$ cat config.mk
export PLATFORM = sky130hd
export DESIGN_NAME = qspi_mem_controller_flat
export DESIGN_NICKNAME = d
export VERILOG_FILES = /design/src/rtl/qspi_mem_controller_if.sv /design/src/rtl/qspi_mem_controller.sv /design/src/flat_wrapper.sv
export SDC_FILE = /design/constraint.sdc
export NUM_CORES = 1
export LEC_CHECK = 0
export BUFFER_PORTS_ARGS = -buffer_cell sky130_fd_sc_hd__buf_4
export CORE_MARGIN = 2
export CORE_UTILIZATION = 61
export DETAILED_ROUTE_END_ITERATION = 7
export GPL_TIMING_DRIVEN = 0
export PLACE_DENSITY_LB_ADDON = 0.15
export SLEW_MARGIN = 20
export SYNTH_ARGS = -nofsm -noshare
export SYNTH_HDL_FRONTEND = slang
export SYNTH_SLANG_ARGS = --single-unit
$ cat constraint.sdc
create_clock -name clock -period 3.2 [get_ports clock]
set_input_delay 0.64 -clock clock [delete_from_list [all_inputs] [get_ports clock]]
set_output_delay 0.64 -clock clock [all_outputs]
set_load 0.02 [all_outputs]
$ cat src/rtl/qspi_mem_controller_if.sv
// qspi_mem_controller_if: CPU request/response port plus the shared QSPI pin bundle.
interface qspi_mem_controller_if #(parameter int ADDRESS_WIDTH = 16);
  logic                     req_valid;
  logic                     req_ready;
  logic                     req_write;
  logic [ADDRESS_WIDTH-1:0] req_addr;
  logic [7:0]               req_wdata;
  logic                     resp_valid;
  logic [7:0]               resp_rdata;
  logic [3:0]               spi_data_in;
  logic [3:0]               spi_data_out;
  logic [3:0]               spi_data_oe;
  logic                     spi_clk_out;
  logic                     spi_flash_select;
  logic                     spi_ram_a_select;
  modport master (
    output req_valid, req_write, req_addr, req_wdata, spi_data_in,
    input  req_ready, resp_valid, resp_rdata, spi_data_out, spi_data_oe,
           spi_clk_out, spi_flash_select, spi_ram_a_select
  );
  modport slave (
    input  req_valid, req_write, req_addr, req_wdata, spi_data_in,
    output req_ready, resp_valid, resp_rdata, spi_data_out, spi_data_oe,
           spi_clk_out, spi_flash_select, spi_ram_a_select
  );
endinterface

$ cat src/rtl/qspi_mem_controller.sv
// qspi_mem_controller: serialises single-byte CPU reads/writes into 1-4-4 QSPI transactions.
module qspi_mem_controller #(
  parameter int         ADDRESS_WIDTH     = 16,
  parameter int         READ_DUMMY_CYCLES = 6,
  parameter logic [7:0] FLASH_READ_CMD    = 8'hEB,
  parameter logic [7:0] RAM_READ_CMD      = 8'hEB,
  parameter logic [7:0] RAM_WRITE_CMD     = 8'h38
) (
  input logic clock,
  input logic reset,
  qspi_mem_controller_if.slave bus
);
  typedef enum logic [2:0] {IDLE, CMD, ADDR, DUMMY, DATA, DONE} state_t;
  state_t      state_q, state_d;
  logic        phase_q, phase_d;
  logic [3:0]  cnt_q, cnt_d;
  logic [39:0] sh_q, sh_d;
  logic        wr_q, wr_d;
  logic        ram_q, ram_d;
  logic [7:0]  rdata_q, rdata_d;
  logic        active;
  logic [3:0]  last;
  logic [7:0]  op;
  assign active = state_q inside {CMD, ADDR, DUMMY, DATA};
  assign last = state_q == CMD ? 4'd7 : state_q == ADDR ? 4'd5 :
                state_q == DUMMY ? 4'(READ_DUMMY_CYCLES - 1) : 4'd1;
  assign op = bus.req_addr[ADDRESS_WIDTH-1] ? (bus.req_write ? RAM_WRITE_CMD : RAM_READ_CMD)
                                            : FLASH_READ_CMD;
  // sh_q holds {opcode, wire address, write data}; its top bits are always the next to go out,
  // and read nibbles are shifted in at the bottom on the edge ending each SPI clock high phase.
  always_comb begin
    state_d = state_q;
    phase_d = phase_q;
    cnt_d   = cnt_q;
    sh_d    = sh_q;
    wr_d    = wr_q;
    ram_d   = ram_q;
    rdata_d = rdata_q;
    if (state_q == IDLE) begin
      if (bus.req_valid) begin
        wr_d    = bus.req_write;
        ram_d   = bus.req_addr[ADDRESS_WIDTH-1];
        sh_d    = {op, 24'(bus.req_addr[ADDRESS_WIDTH-2:0]), bus.req_wdata};
        phase_d = 1'b0;
        cnt_d   = 4'd0;
        state_d = (bus.req_write && !bus.req_addr[ADDRESS_WIDTH-1]) ? DONE : CMD;
        if (bus.req_write && !bus.req_addr[ADDRESS_WIDTH-1]) rdata_d = 8'h00;
      end
    end else if (state_q == DONE) begin
      state_d = IDLE;
    end else begin
      phase_d = ~phase_q;
      if (phase_q) begin
        sh_d = state_q == CMD ? {sh_q[38:0], 1'b0} :
               state_q == DUMMY ? sh_q : {sh_q[35:0], bus.spi_data_in};
        cnt_d = cnt_q == last ? 4'd0 : cnt_q + 4'd1;
        if (cnt_q == last)
          state_d = state_q == CMD ? ADDR :
                    state_q == ADDR ? ((wr_q || READ_DUMMY_CYCLES == 0) ? DATA : DUMMY) :
                    state_q == DUMMY ? DATA : DONE;
        if (state_q == DATA && cnt_q == last) rdata_d = wr_q ? 8'h00 : {sh_q[3:0], bus.spi_data_in};
      end
    end
  end
  always_ff @(posedge clock) begin
    if (reset) begin
      state_q <= IDLE;
      phase_q <= 1'b0;
      cnt_q   <= 4'd0;
      sh_q    <= 40'd0;
      wr_q    <= 1'b0;
      ram_q   <= 1'b0;
      rdata_q <= 8'h00;
    end else begin
      state_q <= state_d;
      phase_q <= phase_d;
      cnt_q   <= cnt_d;
      sh_q    <= sh_d;
      wr_q    <= wr_d;
      ram_q   <= ram_d;
      rdata_q <= rdata_d;
    end
  end
  assign bus.req_ready        = state_q == IDLE && !reset;
  assign bus.resp_valid       = state_q == DONE;
  assign bus.resp_rdata       = rdata_q;
  assign bus.spi_clk_out      = active & phase_q;
  assign bus.spi_flash_select = !(active && !ram_q);
  assign bus.spi_ram_a_select = !(active && ram_q);
  assign bus.spi_data_oe      = state_q == CMD ? 4'b0001 :
                                (state_q == ADDR || (state_q == DATA && wr_q)) ? 4'b1111 : 4'b0000;
  assign bus.spi_data_out     = state_q == CMD ? {3'b000, sh_q[39]} :
                                bus.spi_data_oe == 4'b1111 ? sh_q[39:36] : 4'b0000;
endmodule

$ cat src/flat_wrapper.sv
// flat-port wrapper written by rule: the top's interface ports become plain ports
module qspi_mem_controller_flat 
#(
  parameter int         ADDRESS_WIDTH     = 16,
  parameter int         READ_DUMMY_CYCLES = 6,
  parameter logic [7:0] FLASH_READ_CMD    = 8'hEB,
  parameter logic [7:0] RAM_READ_CMD      = 8'hEB,
  parameter logic [7:0] RAM_WRITE_CMD     = 8'h38
)
  (clock, reset, bus_req_valid, bus_req_write, bus_req_addr, bus_req_wdata, bus_spi_data_in, bus_req_ready, bus_resp_valid, bus_resp_rdata, bus_spi_data_out, bus_spi_data_oe, bus_spi_clk_out, bus_spi_flash_select, bus_spi_ram_a_select);
  qspi_mem_controller_if #(.ADDRESS_WIDTH(ADDRESS_WIDTH)) bus_i ();
  input logic clock;
  input logic reset;
  input wire logic [$bits(bus_i.req_valid)-1:0] bus_req_valid;
  input wire logic [$bits(bus_i.req_write)-1:0] bus_req_write;
  input wire logic [$bits(bus_i.req_addr)-1:0] bus_req_addr;
  input wire logic [$bits(bus_i.req_wdata)-1:0] bus_req_wdata;
  input wire logic [$bits(bus_i.spi_data_in)-1:0] bus_spi_data_in;
  output wire logic [$bits(bus_i.req_ready)-1:0] bus_req_ready;
  output wire logic [$bits(bus_i.resp_valid)-1:0] bus_resp_valid;
  output wire logic [$bits(bus_i.resp_rdata)-1:0] bus_resp_rdata;
  output wire logic [$bits(bus_i.spi_data_out)-1:0] bus_spi_data_out;
  output wire logic [$bits(bus_i.spi_data_oe)-1:0] bus_spi_data_oe;
  output wire logic [$bits(bus_i.spi_clk_out)-1:0] bus_spi_clk_out;
  output wire logic [$bits(bus_i.spi_flash_select)-1:0] bus_spi_flash_select;
  output wire logic [$bits(bus_i.spi_ram_a_select)-1:0] bus_spi_ram_a_select;
  assign bus_i.req_valid = bus_req_valid;
  assign bus_i.req_write = bus_req_write;
  assign bus_i.req_addr = bus_req_addr;
  assign bus_i.req_wdata = bus_req_wdata;
  assign bus_i.spi_data_in = bus_spi_data_in;
  assign bus_req_ready = bus_i.req_ready;
  assign bus_resp_valid = bus_i.resp_valid;
  assign bus_resp_rdata = bus_i.resp_rdata;
  assign bus_spi_data_out = bus_i.spi_data_out;
  assign bus_spi_data_oe = bus_i.spi_data_oe;
  assign bus_spi_clk_out = bus_i.spi_clk_out;
  assign bus_spi_flash_select = bus_i.spi_flash_select;
  assign bus_spi_ram_a_select = bus_i.spi_ram_a_select;
  qspi_mem_controller #(.ADDRESS_WIDTH(ADDRESS_WIDTH), .READ_DUMMY_CYCLES(READ_DUMMY_CYCLES), .FLASH_READ_CMD(FLASH_READ_CMD), .RAM_READ_CMD(RAM_READ_CMD), .RAM_WRITE_CMD(RAM_WRITE_CMD)) u_core (.clock(clock), .reset(reset), .bus(bus_i));
endmodule
==> impl_metrics.xml <==
<?xml version="1.0" encoding="UTF-8"?>
<metrics>
  <group name="status">
    <metric name="run_status" unit="">finished clean</metric>
  </group>
  <group name="clock_network">
    <metric name="clkSlewWorstSetupHoldPaths" unit="ns">0.07</metric>
    <metric name="holdBufCountCts" unit="">0</metric>
    <metric name="number_of_buffers_on_the_longest_clock_path" unit="">2</metric>
    <metric name="root_buffer" unit="">sky130_fd_sc_hd__clkbuf_8</metric>
    <metric name="post_cts_buffers" unit="">0</metric>
    <metric name="clock_tree.htree_level_count" unit="">3</metric>
    <metric name="tritoncts" unit="">done</metric>
    <metric name="cts_made_buffers" unit="">9</metric>
    <metric name="postCtsResizedCells" unit="">0</metric>
    <metric name="cts_num_sinks" unit="">58</metric>
    <metric name="clkLatencyLatePin" unit="ns">0.34</metric>
  </group>
  <group name="placement">
    <metric name="dpl.hpwl" unit="mm">6.92</metric>
    <metric name="place_congestion" unit="">0.948</metric>
    <metric name="place_area" unit="um^2">3790</metric>
    <metric name="place.port_buffers" unit="">51</metric>
    <metric name="pre_cts_slack" unit="ns">0.396</metric>
    <metric name="numPlacedInstances" unit="">542</metric>
  </group>
  <group name="sta">
    <metric name="final_critical_path_setup_slack" unit="ns">0.239</metric>
    <metric name="timing.clock.skew" unit="ns">0.0112</metric>
    <metric name="fin_worst_hold_slack" unit="ns">0.483</metric>
    <metric name="hold_viol" unit="">0</metric>
    <metric name="fin_crit" unit="ns">2.96</metric>
    <metric name="fmax" unit="MHz">338</metric>
    <metric name="maxSlewHeadroom" unit="%">48.0</metric>
    <metric name="rsz_0062_raised_after_global_routing" unit="">no</metric>
    <metric name="report.final.slew_viol_count" unit="">0</metric>
    <metric name="max_slew.worst_pin.slew" unit="ns">0.774</metric>
    <metric name="aggregate_negative_setup_slack" unit="ns">0</metric>
    <metric name="period_utilisation_layout" unit="%">92.5</metric>
    <metric name="setup_viol_count_final" unit="">0</metric>
  </group>
  <group name="finish">
    <metric name="proportion_of_layout_cells_with_a_drive_suffix_above_1" unit="%">17.8</metric>
    <metric name="diodes_inserted" unit="">0</metric>
    <metric name="finish.cell_count_without_fillers" unit="">558</metric>
    <metric name="layout_cell_area_excl_fill" unit="um^2">4040</metric>
    <metric name="num-nets-final" unit="">516</metric>
    <metric name="area_growth" unit="%">21.8</metric>
  </group>
  <group name="route">
    <metric name="drt-pass1-iter-count" unit="">5</metric>
    <metric name="vias" unit="">3683</metric>
    <metric name="wire_per_inst" unit="um">18.2</metric>
    <metric name="drt-vias-per-instance" unit="">6.60</metric>
    <metric name="route.final.wire_length" unit="mm">10.2</metric>
    <metric name="drtAntennaViolNets" unit="">0</metric>
    <metric name="count_of_unresolved_drc_violations_after_routing" unit="">0</metric>
    <metric name="first_iter_violations" unit="">447</metric>
  </group>
  <group name="yosys">
    <metric name="avgSynthCellArea" unit="um^2">7.88</metric>
    <metric name="async_flop_share" unit="%">0</metric>
    <metric name="yosysTopAreaCell" unit="">sky130_fd_sc_hd__dfxtp_1</metric>
    <metric name="yosysMostFrequentCell" unit="">sky130_fd_sc_hd__o21ai_0</metric>
    <metric name="synth_area" unit="um^2">3320</metric>
    <metric name="ys_dominant_reg_cell" unit="">sky130_fd_sc_hd__dfxtp_1</metric>
    <metric name="synth_enable_flop_cells" unit="">0</metric>
    <metric name="postSynthRegisterBits" unit="">58</metric>
    <metric name="synth.net_count" unit="">454</metric>
    <metric name="distinct_cell_type_count_of_the_synthesized_netlist" unit="">51</metric>
    <metric name="ys_top_cells_by_area" unit="">sky130_fd_sc_hd__dfxtp_1, sky130_fd_sc_hd__o21ai_0, sky130_fd_sc_hd__mux2i_1</metric>
    <metric name="seq_total_area_yosys" unit="%">35.0</metric>
    <metric name="ys_warn_count" unit="">0</metric>
    <metric name="synth.top_cell.area_share" unit="%">35.0</metric>
    <metric name="synth_cells" unit="">421</metric>
    <metric name="synth_common_cells" unit="">sky130_fd_sc_hd__o21ai_0, sky130_fd_sc_hd__dfxtp_1, sky130_fd_sc_hd__a21oi_1, sky130_fd_sc_hd__nand3_1, sky130_fd_sc_hd__clkbuf_1</metric>
  </group>
  <group name="global_routing">
    <metric name="maximum_number_of_pins_on_one_net_before_global_route_repair" unit="">11</metric>
    <metric name="grt_overflow" unit="">0</metric>
    <metric name="grt_pass1_wl" unit="mm">16.3</metric>
    <metric name="antenna_found_initial" unit="">0</metric>
    <metric name="grt_util_all_layers" unit="%">34.1</metric>
    <metric name="first_global_vias" unit="">3343</metric>
  </group>
  <group name="floorplan">
    <metric name="io_pins" unit="">53</metric>
    <metric name="initial_utilization" unit="%">64.1</metric>
    <metric name="die-width" unit="um">77.7</metric>
    <metric name="die-area" unit="um^2">6040</metric>
    <metric name="floorplan_core_area" unit="um^2">5170</metric>
    <metric name="chipHeight" unit="um">77.7</metric>
    <metric name="num_rows" unit="">26</metric>
  </group>
  <group name="setup_path">
    <metric name="cp_max_fo" unit="">10</metric>
    <metric name="startpoint_type" unit="">flip-flop</metric>
    <metric name="required" unit="ns">2.56</metric>
    <metric name="worstPathArrival" unit="ns">2.32</metric>
    <metric name="critical_path.endpoint_type" unit="">primary output</metric>
    <metric name="critical_path_class" unit="">reg -&gt; out</metric>
  </group>
  <group name="pwr">
    <metric name="power.density_cell_area" unit="nW/um^2">560</metric>
    <metric name="static-leakage-power" unit="nW">1.48</metric>
    <metric name="peakVddDrop" unit="mV">0.422</metric>
  </group>
  <group name="min_path">
    <metric name="hold_path.class" unit="">reg -&gt; reg</metric>
  </group>
  <group name="flow_run">
    <metric name="max_cap_violations" unit="">0</metric>
  </group>
</metrics>
[routing by layer]
metal  part of all wire [%]  vias up  track usage, %
li1                       -     1691               -
met1                     41     1706            43.5
met2                     47      253            55.0
met3                    9.5       33            6.86
met4                    2.9        0            16.3
met5                      0        -               0
[through the flow]
stage               power (W)  util (%)
detailed placement    0.00142      73.2
global route          0.00233      78.1
CTS                   0.00224      78.0
floorplan             0.00125         -
finish                0.00226      78.1
global placement      0.00140      73.2
[placed cells by master (no fill, tap or decap), types with 4 or more instances in the layout]
master                     synthesis  routed
sky130_fd_sc_hd__a211oi_1          7       7
sky130_fd_sc_hd__a21oi_1          36      35
sky130_fd_sc_hd__a22o_1            9       9
sky130_fd_sc_hd__a311oi_1         13      13
sky130_fd_sc_hd__and2_1            4       4
sky130_fd_sc_hd__buf_1             4       4
sky130_fd_sc_hd__buf_2             7       7
sky130_fd_sc_hd__buf_4             2      53
sky130_fd_sc_hd__clkbuf_1         33      33
sky130_fd_sc_hd__clkbuf_8          0      13
sky130_fd_sc_hd__dfxtp_1          58      58
sky130_fd_sc_hd__inv_1             9       9
sky130_fd_sc_hd__mux2i_1          25      25
sky130_fd_sc_hd__nand2_1          24      24
sky130_fd_sc_hd__nand2b_1          4       4
sky130_fd_sc_hd__nand3_1          35      35
sky130_fd_sc_hd__nand3b_1          6       6
sky130_fd_sc_hd__nor2_1            7       7
sky130_fd_sc_hd__nor3_1           19      19
sky130_fd_sc_hd__o21a_1            4       4
sky130_fd_sc_hd__o21ai_0          72      72
sky130_fd_sc_hd__or2_2             4       4
sky130_fd_sc_hd__or3_1             4       4
[power by group]
part           switching, W  leakage, nW  internal [W]  total (W)
registers         0.0000687        0.475      0.000801   0.000870
logic              0.000337        0.878      0.000224   0.000560
clock network      0.000307        0.126      0.000525   0.000832
total              0.000713         1.48       0.00155    0.00226
[state kept, by name (all words and copies together), names as in the netlist]
| signal | count |
|---|---|
| u_core.sh_q | 40 |
| u_core.bus.resp_rdata | 8 |
| u_core.cnt_q | 4 |
| u_core.state_q | 3 |
| u_core.phase_q | 1 |
| u_core.ram_q | 1 |
| u_core.wr_q | 1 |
[cells by family after synthesis]
group	Yosys count	share of synthesized area (%)
simple gates	119	19.4
xor+xnor	2	0.528
buf+inv	56	7.06
fa+ha+maj	1	0.377
flops	58	35.0
mux	25	7.55
compound gates	160	30.1
[layout make-up]
class	count	area, um^2
multi-input combinational	307	1920
sequential	58	1160
fill	380	1130
timing repair buffer	51	383
buffer	47	200
clock buffer	13	179
tap	70	87.6
clock inverter	3	68.8
inverter	9	33.8
[worst paths after layout]
kind / slack (ns) / cells past startpoint / endpoint / startpoint
setup / recovery: 0.24 / 6 / bus_spi_data_out[0] / u_core.state_q[2]$_SDFFE_PP0P_
hold / removal: 0.48 / 2 / u_core.sh_q[37]$_SDFFE_PP0P_ / u_core.sh_q[37]$_SDFFE_PP0P_
setup reg to reg: 0.99 / 6 / u_core.sh_q[31]$_SDFFE_PP0P_ / u_core.state_q[2]$_SDFFE_PP0P_
hold reg to reg: 0.48 / 2 / u_core.sh_q[37]$_SDFFE_PP0P_ / u_core.sh_q[37]$_SDFFE_PP0P_
[worst max-delay path, cell delays in order (launching register included)]
cell and delay [ns]:
sky130_fd_sc_hd__dfxtp_1 0.43, sky130_fd_sc_hd__buf_2 0.27, sky130_fd_sc_hd__buf_1 0.38, sky130_fd_sc_hd__nand3b_1 0.16, sky130_fd_sc_hd__a21oi_2 0.38, sky130_fd_sc_hd__a22o_1 0.23, sky130_fd_sc_hd__buf_4 0.14
Power figures use the tool's default switching activity.
